<file path="src/rtl/sptx_pkg.sv">
// Shared types and helpers for the serial pattern transmitter and its shift register.
package sptx_pkg;

  localparam int unsigned WIDTH = 8;
  localparam int unsigned LEN_W = 4;
  localparam int unsigned CNT_W = 4;

  typedef enum logic {
    ST_IDLE  = 1'b0,
    ST_SHIFT = 1'b1
  } state_t;

  // Map a requested length onto 1..WIDTH; 0 or oversize means a full word.
  function automatic logic [LEN_W-1:0] eff_len(input logic [LEN_W-1:0] len);
    if (len == '0 || len > LEN_W'(WIDTH)) return LEN_W'(WIDTH);
    return len;
  endfunction

  // Select v[idx] without a width-mismatched index expression.
  function automatic logic bit_at(input logic [WIDTH-1:0] v, input logic [LEN_W-1:0] idx);
    logic b;
    b = 1'b0;
    for (int unsigned i = 0; i < WIDTH; i++) begin
      if (idx == LEN_W'(i)) b = v[i];
    end
    return b;
  endfunction

endpackage

</file>
<file path="src/rtl/piso_shreg.sv">
// Parallel-load, left-shifting register whose head bit sits at position len-1.
module piso_shreg
  import sptx_pkg::*;
(
  input  logic             clk,
  input  logic             rst_n,
  input  logic             load,
  input  logic             shift,
  input  logic [WIDTH-1:0] din,
  input  logic [LEN_W-1:0] len,
  output logic             msb_c
);

  logic [WIDTH-1:0] sr;

  always_ff @(posedge clk or negedge rst_n) begin
    if (!rst_n) begin
      sr <= '0;
    end else if (load) begin
      sr <= din;
    end else if (shift) begin
      sr <= {sr[WIDTH-2:0], 1'b0};
    end
  end

  assign msb_c = bit_at(sr, len - LEN_W'(1));

endmodule

</file>
<file path="src/rtl/serial_pattern_tx.sv">
// Parallel-in/serial-out pattern transmitter: MSB-first, programmable length and repeat count.
module serial_pattern_tx
  import sptx_pkg::*;
(
  input  logic             CLK,
  input  logic             RST_N,
  input  logic             LOAD_VALID,
  output logic             LOAD_READY,
  input  logic [WIDTH-1:0] LOAD_DATA,
  input  logic [LEN_W-1:0] LOAD_LEN,
  input  logic [CNT_W-1:0] REPEAT,
  input  logic             ABORT,
  output logic             X,
  output logic             X_VALID,
  output logic             BUSY,
  output logic             DONE
);

  state_t           state_q, state_d;
  logic             x_q, x_d;
  logic             xv_q, xv_d;
  logic             busy_q, busy_d;
  logic             done_q, done_d;
  logic [LEN_W-1:0] len_q, len_d;
  logic [LEN_W-1:0] bit_cnt_q, bit_cnt_d;
  logic [CNT_W-1:0] rep_q, rep_d;
  logic [WIDTH-1:0] shadow_q, shadow_d;
  logic             sr_load, sr_shift;
  logic [WIDTH-1:0] sr_din;
  logic             sr_msb_c;
  logic [LEN_W-1:0] load_len_c;

  assign LOAD_READY = (state_q == ST_IDLE) & ~ABORT;
  assign load_len_c = eff_len(LOAD_LEN);

  // The shift register holds the bits still to come, so X itself can be a flop.
  piso_shreg u_shreg (
    .clk   (CLK),
    .rst_n (RST_N),
    .load  (sr_load),
    .shift (sr_shift),
    .din   (sr_din),
    .len   (len_q),
    .msb_c (sr_msb_c)
  );

  always_comb begin
    state_d   = state_q;
    x_d       = 1'b0;
    xv_d      = 1'b0;
    busy_d    = 1'b0;
    done_d    = 1'b0;
    len_d     = len_q;
    bit_cnt_d = bit_cnt_q;
    rep_d     = rep_q;
    shadow_d  = shadow_q;
    sr_load   = 1'b0;
    sr_shift  = 1'b0;
    sr_din    = '0;

    case (state_q)
      ST_IDLE: begin
        if (LOAD_VALID && LOAD_READY) begin
          state_d   = ST_SHIFT;
          shadow_d  = LOAD_DATA;
          len_d     = load_len_c;
          bit_cnt_d = load_len_c - LEN_W'(1);
          rep_d     = REPEAT;
          x_d       = bit_at(LOAD_DATA, load_len_c - LEN_W'(1));
          xv_d      = 1'b1;
          busy_d    = 1'b1;
          sr_load   = 1'b1;
          sr_din    = LOAD_DATA << 1;
        end
      end
      ST_SHIFT: begin
        if (ABORT) begin
          state_d = ST_IDLE;
        end else if (bit_cnt_q == '0) begin
          if (rep_q != '0) begin
            rep_d     = rep_q - CNT_W'(1);
            bit_cnt_d = len_q - LEN_W'(1);
            x_d       = bit_at(shadow_q, len_q - LEN_W'(1));
            xv_d      = 1'b1;
            busy_d    = 1'b1;
            sr_load   = 1'b1;
            sr_din    = shadow_q << 1;
          end else begin
            state_d = ST_IDLE;
            done_d  = 1'b1;
          end
        end else begin
          bit_cnt_d = bit_cnt_q - LEN_W'(1);
          x_d       = sr_msb_c;
          xv_d      = 1'b1;
          busy_d    = 1'b1;
          sr_shift  = 1'b1;
        end
      end
      default: state_d = ST_IDLE;
    endcase
  end

  always_ff @(posedge CLK or negedge RST_N) begin
    if (!RST_N) begin
      state_q   <= ST_IDLE;
      x_q       <= 1'b0;
      xv_q      <= 1'b0;
      busy_q    <= 1'b0;
      done_q    <= 1'b0;
      len_q     <= '0;
      bit_cnt_q <= '0;
      rep_q     <= '0;
      shadow_q  <= '0;
    end else begin
      state_q   <= state_d;
      x_q       <= x_d;
      xv_q      <= xv_d;
      busy_q    <= busy_d;
      done_q    <= done_d;
      len_q     <= len_d;
      bit_cnt_q <= bit_cnt_d;
      rep_q     <= rep_d;
      shadow_q  <= shadow_d;
    end
  end

  assign X       = x_q;
  assign X_VALID = xv_q;
  assign BUSY    = busy_q;
  assign DONE    = done_q;

endmodule

</file>
<file path="config.mk">
export PLATFORM = sky130hd
export DESIGN_NAME = serial_pattern_tx
export DESIGN_NICKNAME = d
export VERILOG_FILES = /design/src/rtl/sptx_pkg.sv /design/src/rtl/piso_shreg.sv /design/src/rtl/serial_pattern_tx.sv
export SDC_FILE = /design/constraint.sdc
export NUM_CORES = 1
export LEC_CHECK = 0
export ABC_AREA = 1
export BUFFER_PORTS_ARGS = -buffer_cell sky130_fd_sc_hd__buf_4
export CAP_MARGIN = 20
export CELL_PAD_IN_SITES_DETAIL_PLACEMENT = 2
export CELL_PAD_IN_SITES_GLOBAL_PLACEMENT = 2
export CORE_MARGIN = 1
export CORE_UTILIZATION = 29
export CTS_CLUSTER_SIZE = 28
export DETAILED_ROUTE_END_ITERATION = 6
export PLACE_DENSITY_LB_ADDON = 0.15
export SLEW_MARGIN = 15
export SYNTH_ARGS = -nofsm -noshare
export SYNTH_HDL_FRONTEND = slang
export SYNTH_SLANG_ARGS = --single-unit
</file>
<file path="constraint.sdc">
create_clock -name CLK -period 1.6 [get_ports CLK]
set_input_delay 0.16 -clock CLK [delete_from_list [all_inputs] [get_ports CLK]]
set_output_delay 0.16 -clock CLK [all_outputs]
set_load 0.01 [all_outputs]
</file>
== Word-level counts from Yosys, hierarchy flattened ==
Index checks and enable logic that the tools add are counted.
Operators by class
  mux-type cells: 64
  reductions and logical operators: 11
  equal/unequal tests: 19
  add/sub/neg operators: 4
  magnitude comparators: 1
  bitwise logic cells: 3
Operators by type and width (count)
  8-bit 2-to-1 mux: 6
  1-bit 2-to-1 mux: 42
  4-bit 2-to-1 mux: 10
  4-bit by 3-bit equality test with 1-bit output, second input constant: 8
  4-bit by 2-bit equality test with 1-bit output, second input constant: 4
  4-bit zero test: 4
  4-bit one-hot mux with 2 select lines: 2
  8-bit one-hot mux with 2 select lines: 1
  4-bit by 1-bit subtractor with 4-bit output, second input constant: 4
  4-bit by 1-bit equality test with 1-bit output, second input constant: 2
  2-bit by 1-bit != test with 1-bit output, second input constant: 3
  1-bit one-hot mux with 2 select lines: 3
  4-bit greater-than comparator, second input constant: 1
  4-bit AND reduction: 1
  4-bit nonzero test: 1
  3-bit by 2-bit != test with 1-bit output, second input constant: 1
  3-bit AND reduction: 1
  2-bit != test, second input constant: 1
  1-bit NOT: 2
  2-bit AND reduction: 1
  2-bit nonzero test: 1
  1-bit AND: 1
  1-bit logical AND: 1
  1-bit logical OR: 1
Storage, ports and cells
  output and inout port bits: 5
  word-level logic and storage cells: 110
  flip-flop bits (word level): 31
  bits of input ports: 20

== Depth between registers and ports, before layout ==
Gate-level depths: netlist (run 1).
  depth in word-level cells: 16
  gate-level depth with buffers: 14

== Modules after synthesis ==
A second synthesis (run 1) with hierarchy kept.
Second synthesis, totals
  cell total of the unflattened synthesis: 288
  area total of the unflattened synthesis: 2049.5 µm²
By module, submodules not included
  serial_pattern_tx: area each 1589.0 µm², sequential area each 575.6 µm², cells an instance 222, instances 1
  piso_shreg: area each 460.4 µm², sequential area each 200.2 µm², cells an instance 66, instances 1

== Least setup slack after synthesis (run 1) ==
OpenSTA, ideal clock, no wires.
  path kind: register to register
  start: register len_q[0]
  end: register x_q, in the netlist X
  stages on the path, launching flop included: 14
  setup slack: -0.093 ns
  buffers on the path: 0
  required time: 1.535 ns
  data arrival time: 1.628 ns
  cell sequence: dfrtp_1 > inv_1 > ha_1 > xnor2_1 > inv_1 > nor2_1 > nand2_1 > nand3_1 > nand2_1 > nand2_1 > nand2_1 > nand2_1 > nand2_1 > nand2_1
On the way
  longest elaborated chain between the ends: 14
  elaborated cells between the ends (all ways): 29
  classes of those cells: 1 x add/sub; 7 x eq/ne; 20 x mux; 1 x reduce/logical
Ends and longest elaborated chain
  from (decl): RTL line serial_pattern_tx.sv:24  | logic [LEN_W-1:0] len_q, len_d;
  from (signal assigned): RTL line serial_pattern_tx.sv:121  | len_q <= len_d;
  4-bit by 1-bit subtractor with 4-bit output *: RTL line piso_shreg.sv:26, serial_pattern_tx.sv:83
  4-bit zero test: RTL line sptx_pkg.sv:24  | if (idx == LEN_W'(i)) b = v[i];
  1-bit 2-to-1 mux (8 in series): RTL line sptx_pkg.sv:24
  1-bit 2-to-1 mux: RTL line serial_pattern_tx.sv:80  | if (rep_q != '0) begin
  1-bit 2-to-1 mux *: RTL line serial_pattern_tx.sv:79  | end else if (bit_cnt_q == '0) begin
  1-bit 2-to-1 mux *: RTL line serial_pattern_tx.sv:77  | if (ABORT) begin
  1-bit one-hot mux with 2 select lines *: RTL line serial_pattern_tx.sv:61  | case (state_q)
  net x_d: RTL line serial_pattern_tx.sv:20  | logic x_q, x_d;
  to (signal assigned): RTL line serial_pattern_tx.sv:107  | x_q <= 1'b0;
  to (signal assigned): RTL line serial_pattern_tx.sv:117  | x_q <= x_d;
  to (decl): RTL line serial_pattern_tx.sv:20
Mark *: on every way through the listed nets, which the timed path passes. The rest lies on a longest branch.
A chain may end at the register's enable or synchronous reset.

== Worst setup path in the final report (run 1) ==
  start: register bit_cnt_q[0]
  end: register u_shreg.sr[2]
On the way
  longest elaborated chain between the ends: 5
  elaborated cells between the ends (all ways): 12
  classes of those cells: 10 x mux; 2 x reduce/logical
Ends and longest elaborated chain
  from (decl): RTL line serial_pattern_tx.sv:25  | logic [LEN_W-1:0] bit_cnt_q, bit_cnt_d;
  from (signal assigned): RTL line serial_pattern_tx.sv:122  | bit_cnt_q <= bit_cnt_d;
  4-bit zero test *: RTL line serial_pattern_tx.sv:79
  8-bit 2-to-1 mux or 1-bit 2-to-1 mux (tied branches): RTL line serial_pattern_tx.sv:79
  8-bit 2-to-1 mux or 1-bit 2-to-1 mux (tied branches): RTL line serial_pattern_tx.sv:77
  8-bit one-hot mux with 2 select lines (tied with other cells): RTL line serial_pattern_tx.sv:61
  8-bit 2-to-1 mux or 2-bit nonzero test (tied branches)
  to (signal assigned): RTL line piso_shreg.sv:20  | sr <= din;
  to (signal assigned): RTL line piso_shreg.sv:22  | sr <= {sr[WIDTH-2:0], 1'b0};
  to (decl): RTL line piso_shreg.sv:14  | logic [WIDTH-1:0] sr;
Mark *: on every way between the ends. The rest lies on a longest branch, timed or not.

==> impl_metrics.toml, run 1 <==
[synthesis]
synth_area_leaders = "dfrtp_1, nand2_1, inv_1"
syn_inst = 261
synth.avg_cell_area_um2 = 7.35
yosys_warnings = 0
yosysUniqueCellTypes = 29
yosysTopAreaCell = "dfrtp_1"
synth.top_cell.area_share = 0.391
syn-num-nets = 291
synth_seq_area_share = 0.391
synth_seq_cells = 30
syn_area_mm2 = 0.00192

[floorplanning]
fp.dieW_um = 83.4
start_util = 0.301
rows = 29
chipHeight_um = 83.4
core_area_mm2 = 0.00639
io_pins = 25
dieArea_mm2 = 0.00695

[finish]
final_cell_mix = "buf_4, nand2_1, inv_1"
areaGrowthSynthToFinish_pct = 54.6
layout.nets = 368
layout-drive-gt1-share = 0.395
fin_area_mm2 = 0.00297
layout_commonest_cell = "buf_4"
diodes = 0

[timing]
hold_viol = 0
relSlewSlack = 0.717
finalCriticalPeriod_ps = 1820
worstMarginPinSlew_ps = 424
clock-skew-final_ps = 4.84
fmax_mhz = 549
slew_viol_final = 0
rsz0062_at_grt = "yes"
setup_viol = 15
fin_ws_ps = -220
hold-worst-slack_ps = 116
finalCritPeriodShare = 1.14

[detailed_routing]
initialDrtViolationCount = 123
drc = 0
dr.max_layer_used = "met4"
routed_wl_um = 9450
vias = 2159
wl_met2_um = 4800
wl_met1_um = 3970
met3_length_um = 295
post_drt_via_cell_ratio = 5.19
antenna_left = 0
firstDrtPassIters = 4
wire_per_inst_um = 22.7

[clock_tree]
path_clk_slew_ps = 70
cts.sinks = 30
root_buffer = "clkbuf_8"
numCtsBuffers = 5
htree_levels = 2
tritoncts = "done"
cts_buffer_depth = 2
clk_latency_ps = 290

[worst_setup_path]
path_buf_inv = 3
slowest_stage = "dfrtp_1"
critical_path.max_stage_delay_ps = 410
cp_data_arrival_time_ps = 2010
worstSetupEndpointType = "register"
cp_top_family = "simple AND/OR/NAND/NOR gates"
path_max_fanout = 7
required_ps = 1790
cp_cell_sequence = "inv_2 > ha_4 > inv_2 > nor2_4 > nand2_4 > nor2_4 > nand2_4 > buf_8 > o221ai_2 > nand2_1 > o21ai_1"
start_kind = "register"
critPathKind = "reg2reg"

[global_routing]
grt_usage = 0.250
grt_pass1_vias = 2406
grt_max_degree = 31
grt_pass1_wl_um = 13000
gr-total-overflow = 0
antenna_found_initial = 0

[flow_run]
max_cap_viol_count = 0

[place]
port-buffer-count = 24
gp_congestion = 0.758
detailed_place_hpwl_um = 5360
placed_area_mm2 = 0.00249

[min_path]
hold_class = "in2reg"

[power]
cellLeakagePower_uw = 0.00147
vdd_drop_max_mv = 0.539
power.density_mw_per_mm2 = 1360

[outcome]
violations = "negative setup slack"
status = "finished, violations left"
## cells by family after synthesis
kind of cell,Yosys count,synth area share
xor gates and xnor gates,2,0.00913
DFF,30,0.391
muxes,1,0.00522
adders and majority gates,10,0.0652
AOI/OAI and AO/OA,63,0.186
and+or+nand+nor,98,0.221
buffers and inverters,57,0.122
## final timing paths
check | startpoint | endpoint | slack [ps] | depth (start not counted)
max in group asynchronous | RST_N | len_q[1]$_DFFE_PN0P_ | 910 | 2
worst max register to register | bit_cnt_q[0]$_DFFE_PN0P_ | u_shreg.sr[2]$_DFFE_PN0P_ | -220 | 11
worst min-delay path | REPEAT[1] | rep_q[1]$_DFFE_PN0P_ | 120 | 3
worst min register to register | u_shreg.sr[7]$_DFFE_PN0P_ | u_shreg.sr[7]$_DFFE_PN0P_ | 540 | 2
min in group asynchronous | RST_N | shadow_q[2]$_DFFE_PN0P_ | 350 | 2
worst max-delay path | bit_cnt_q[0]$_DFFE_PN0P_ | u_shreg.sr[2]$_DFFE_PN0P_ | -220 | 11
## worst min-delay path, delay by kind of cell
family	cells	cell delay (ps)
AOI/OAI and AO/OA	2	130
buffers and inverters	1	80
## synthesized netlist by cell type
| library cell | count |
|---|---|
| nor2_4 | 1 |
| inv_1 | 49 |
| a21oi_1 | 12 |
| o31ai_1 | 1 |
| a21oi_2 | 1 |
| o21ai_0 | 31 |
| o22ai_1 | 2 |
| nor4_1 | 1 |
| inv_2 | 2 |
| nand3_1 | 10 |
| dfrtp_1 | 30 |
| clkbuf_1 | 1 |
| a22oi_1 | 2 |
| nor2_2 | 4 |
| buf_4 | 3 |
| o21ai_1 | 6 |
| nor2_1 | 12 |
| o211ai_1 | 1 |
| nand2_2 | 3 |
| nor3_1 | 3 |
| o221ai_1 | 6 |
| nand2_1 | 59 |
| buf_6 | 1 |
| buf_2 | 1 |
| xnor2_1 | 2 |
| mux2i_1 | 1 |
| ha_1 | 10 |
| nand4_1 | 5 |
| a22o_1 | 1 |
## sequential cells by signal, summed over array words and instances (netlist names)
signal and count:
bit_cnt_q 4, BUSY 1, rep_q 4, X 1
DONE 1, len_q 4, u_shreg.sr 7, shadow_q 8
## stage by stage
stage               power (µW)   util  setup WS [ps]  cells  setup TNS [ps]
finish                    4040  0.465           -220    416           -1220
global route              4260  0.465           -272    416           -2290
CTS                       3730  0.445          -40.8    412            -198
detailed placement        2630  0.390           -256    397           -1890
global placement          2550  0.390           -200    397           -1100
floorplan                 1940      -          -11.6    261           -15.0
## what timing repair did
action	CTS	global route
gates resized for setup	48	26
buffers inserted	5	4
hold buffers	1	0
pin swaps	19	8
hold endpoints to repair	30	0
cloned	1	0
endpoints found under the setup margin	16	16
## per-layer routing
metal,up-vias,track usage
met2,54,0.452
met5,-,0
met4,0,0.0831
li1,1001,-
met3,25,0.0417
met1,1079,0.298
## report_power, final
group	internal, µW	switching (µW)
Clock	435	325
Sequential	976	197
Combinational	908	1200
## final cells by class
class,count,area (µm²)
Fill cell,700,3420
Multi-Input combinational cell,175,1200
Sequential cell,30,752
Timing Repair Buffer,75,604
Inverter,51,199
Clock buffer,8,110
Tap cell,77,96.3
(Power assumes the default switching activity.)
==> run 2: changes to the inputs <==
- MAX_ROUTING_LAYER: not set -> met4
==> run 2 against run 1 <==
The flow still finishes with violations (negative setup slack). Critical path depth stayed put. Fmax is 0.50% higher. Clock-buffer cell count stayed put. Sequential cell count stayed put. Die area stayed put. Non-clock buffer count stayed put. Worst setup slack better by 9.0 ps. Final area stayed put. Register-to-register slack hardly changed. Routed wire length is 0.16% lower. Cell count stayed put. Sequential share of layout area stayed put. Critical path type unchanged. Largest cell class unchanged.
==> impl_metrics.toml, run 2 (synthesis gave the netlist of run 1 again) <==
[outcome]
status = "finished, violations left"
violations = "negative setup slack"

[finish]
top_register = "shadow_q"
layout_commonest_cell = "buf_4"
final_cell_mix = "buf_4, nand2_1, inv_1"
layout-drive-gt1-share = 0.395
largest_reg_flops = 8
layout.nets = 368
reg_top3 = "shadow_q x8, u_shreg.sr x7"
diodes = 0
areaGrowthSynthToFinish_pct = 54.6

[detailed_routing]
antenna_left = 0
post_drt_via_cell_ratio = 5.22
drc = 0
initialDrtViolationCount = 103
vias = 2171
firstDrtPassIters = 4
routed_wl_um = 9430
wire_per_inst_um = 22.7

[timing]
tns_ps = -1240
slew_viol_final = 0
finalCriticalPeriod_ps = 1810
fmax_mhz = 552
relSlewSlack = 0.716
clock-skew-final_ps = 4.08
rsz0062_at_grt = "yes"
setup_viol = 16
fin_ws_ps = -211
hold_viol = 0
finalCritPeriodShare = 1.13
worstMarginPinSlew_ps = 425

[power]
cellLeakagePower_uw = 0.00147
vdd_drop_max_mv = 0.538
power_uw = 4040
power.density_mw_per_mm2 = 1360

[worst_setup_path]
start_kind = "register"
path_max_fanout = 7
cp_cell_sequence = "inv_2 > ha_4 > inv_2 > nor2_4 > nand2_4 > nor2_4 > nand2_4 > buf_8 > o221ai_2 > nand2_1 > o21ai_1"
slowest_stage = "dfrtp_1"
critPathKind = "reg2reg"
rr_worst_depth = 11
critical_path.max_stage_delay_ps = 410
required_ps = 1790
cp_data_arrival_time_ps = 2010
worstSetupEndpointType = "register"

[floorplanning]
chipHeight_um = 83.4
start_util = 0.301
core_area_mm2 = 0.00639
io_pins = 25
rows = 29
fp.dieW_um = 83.4
dieArea_mm2 = 0.00695

[clock_tree]
cts.sinks = 30
clk_latency_ps = 290
tritoncts = "done"
htree_levels = 2
cts_buffer_depth = 2
path_clk_slew_ps = 70
root_buffer = "clkbuf_8"
numCtsBuffers = 5

[global_routing]
grt_pass1_vias = 2407
grt_max_degree = 31
gr-total-overflow = 0
antenna_found_initial = 0
grt_pass1_wl_um = 13000
grt_usage = 0.257

[min_path]
whs_path_depth = 3
hold_class = "in2reg"

[flow_run]
max_cap_viol_count = 0

[place]
gp_congestion = 0.768
port-buffer-count = 24
detailed_place_hpwl_um = 5360
## run 2: cell counts in the layout (fill, tap and decap cells not counted)
No cell type changed its count.
## run 2: path summary, 6_finish.rpt
check	startpoint	endpoint	slack [ps]
worst min-delay path	REPEAT[1]	rep_q[1]$_DFFE_PN0P_	120
max in group asynchronous	RST_N	len_q[1]$_DFFE_PN0P_	920
worst min register to register	u_shreg.sr[7]$_DFFE_PN0P_	u_shreg.sr[7]$_DFFE_PN0P_	540
worst max-delay path	bit_cnt_q[0]$_DFFE_PN0P_	u_shreg.sr[2]$_DFFE_PN0P_	-210
worst max register to register	bit_cnt_q[0]$_DFFE_PN0P_	u_shreg.sr[2]$_DFFE_PN0P_	-210
min in group asynchronous	RST_N	u_shreg.sr[2]$_DFFE_PN0P_	350
## run 2: per-stage QoR
step                cell area, µm²  utilization  worst slack, ps  hold WS (ps)  std cells
floorplan                     1940            -            -11.6          -136        261
finish                        2970        0.465             -211           115        416
global route                  2970        0.465             -269           152        416
CTS                           2840        0.445            -40.8           111        412
global placement              2490        0.390             -200           133        397
detailed placement            2490        0.390             -256           128        397
## run 2: area by class of cell
cell class,count,area (µm²)
Multi-Input combinational cell,175,1200
Sequential cell,30,752
Clock buffer,8,110
Inverter,51,199
Timing Repair Buffer,75,604
Tap cell,77,96.3
Fill cell,700,3420
## run 2: critical path, delay by kind of cell (launching register included)
| kind | cells | cell delay, ps |
|---|---|---|
| simple gates | 5 | 550 |
| fa+ha+maj | 1 | 130 |
| compound gates | 2 | 300 |
| buf+inv | 3 | 320 |
| flops | 1 | 410 |
## run 2: layer usage
layer,up-vias,GRT usage,routed length [µm]
met1,1084,0.298,3940
li1,998,-,-
met3,28,0.0417,301
met4,0,0.0831,414
met2,61,0.453,4780
met5,-,-,0
## run 2: power by group
part	switching (µW)	internal (µW)	leakage [µW]	total, µW
clock	323	435	0.0000575	758
combinational	1200	909	0.00103	2110
sequential	198	976	0.000376	1170
total	1720	2320	0.00147	4040
## run 2: timing repair
item | in CTS | in global routing
resized for setup | 48 | 26
setup endpoints to repair | 16 | 16
hold endpoints to repair | 30 | 0
hold buffers | 1 | 0
gates cloned | 1 | 0
pin swaps | 19 | 8
buffers inserted | 5 | 4
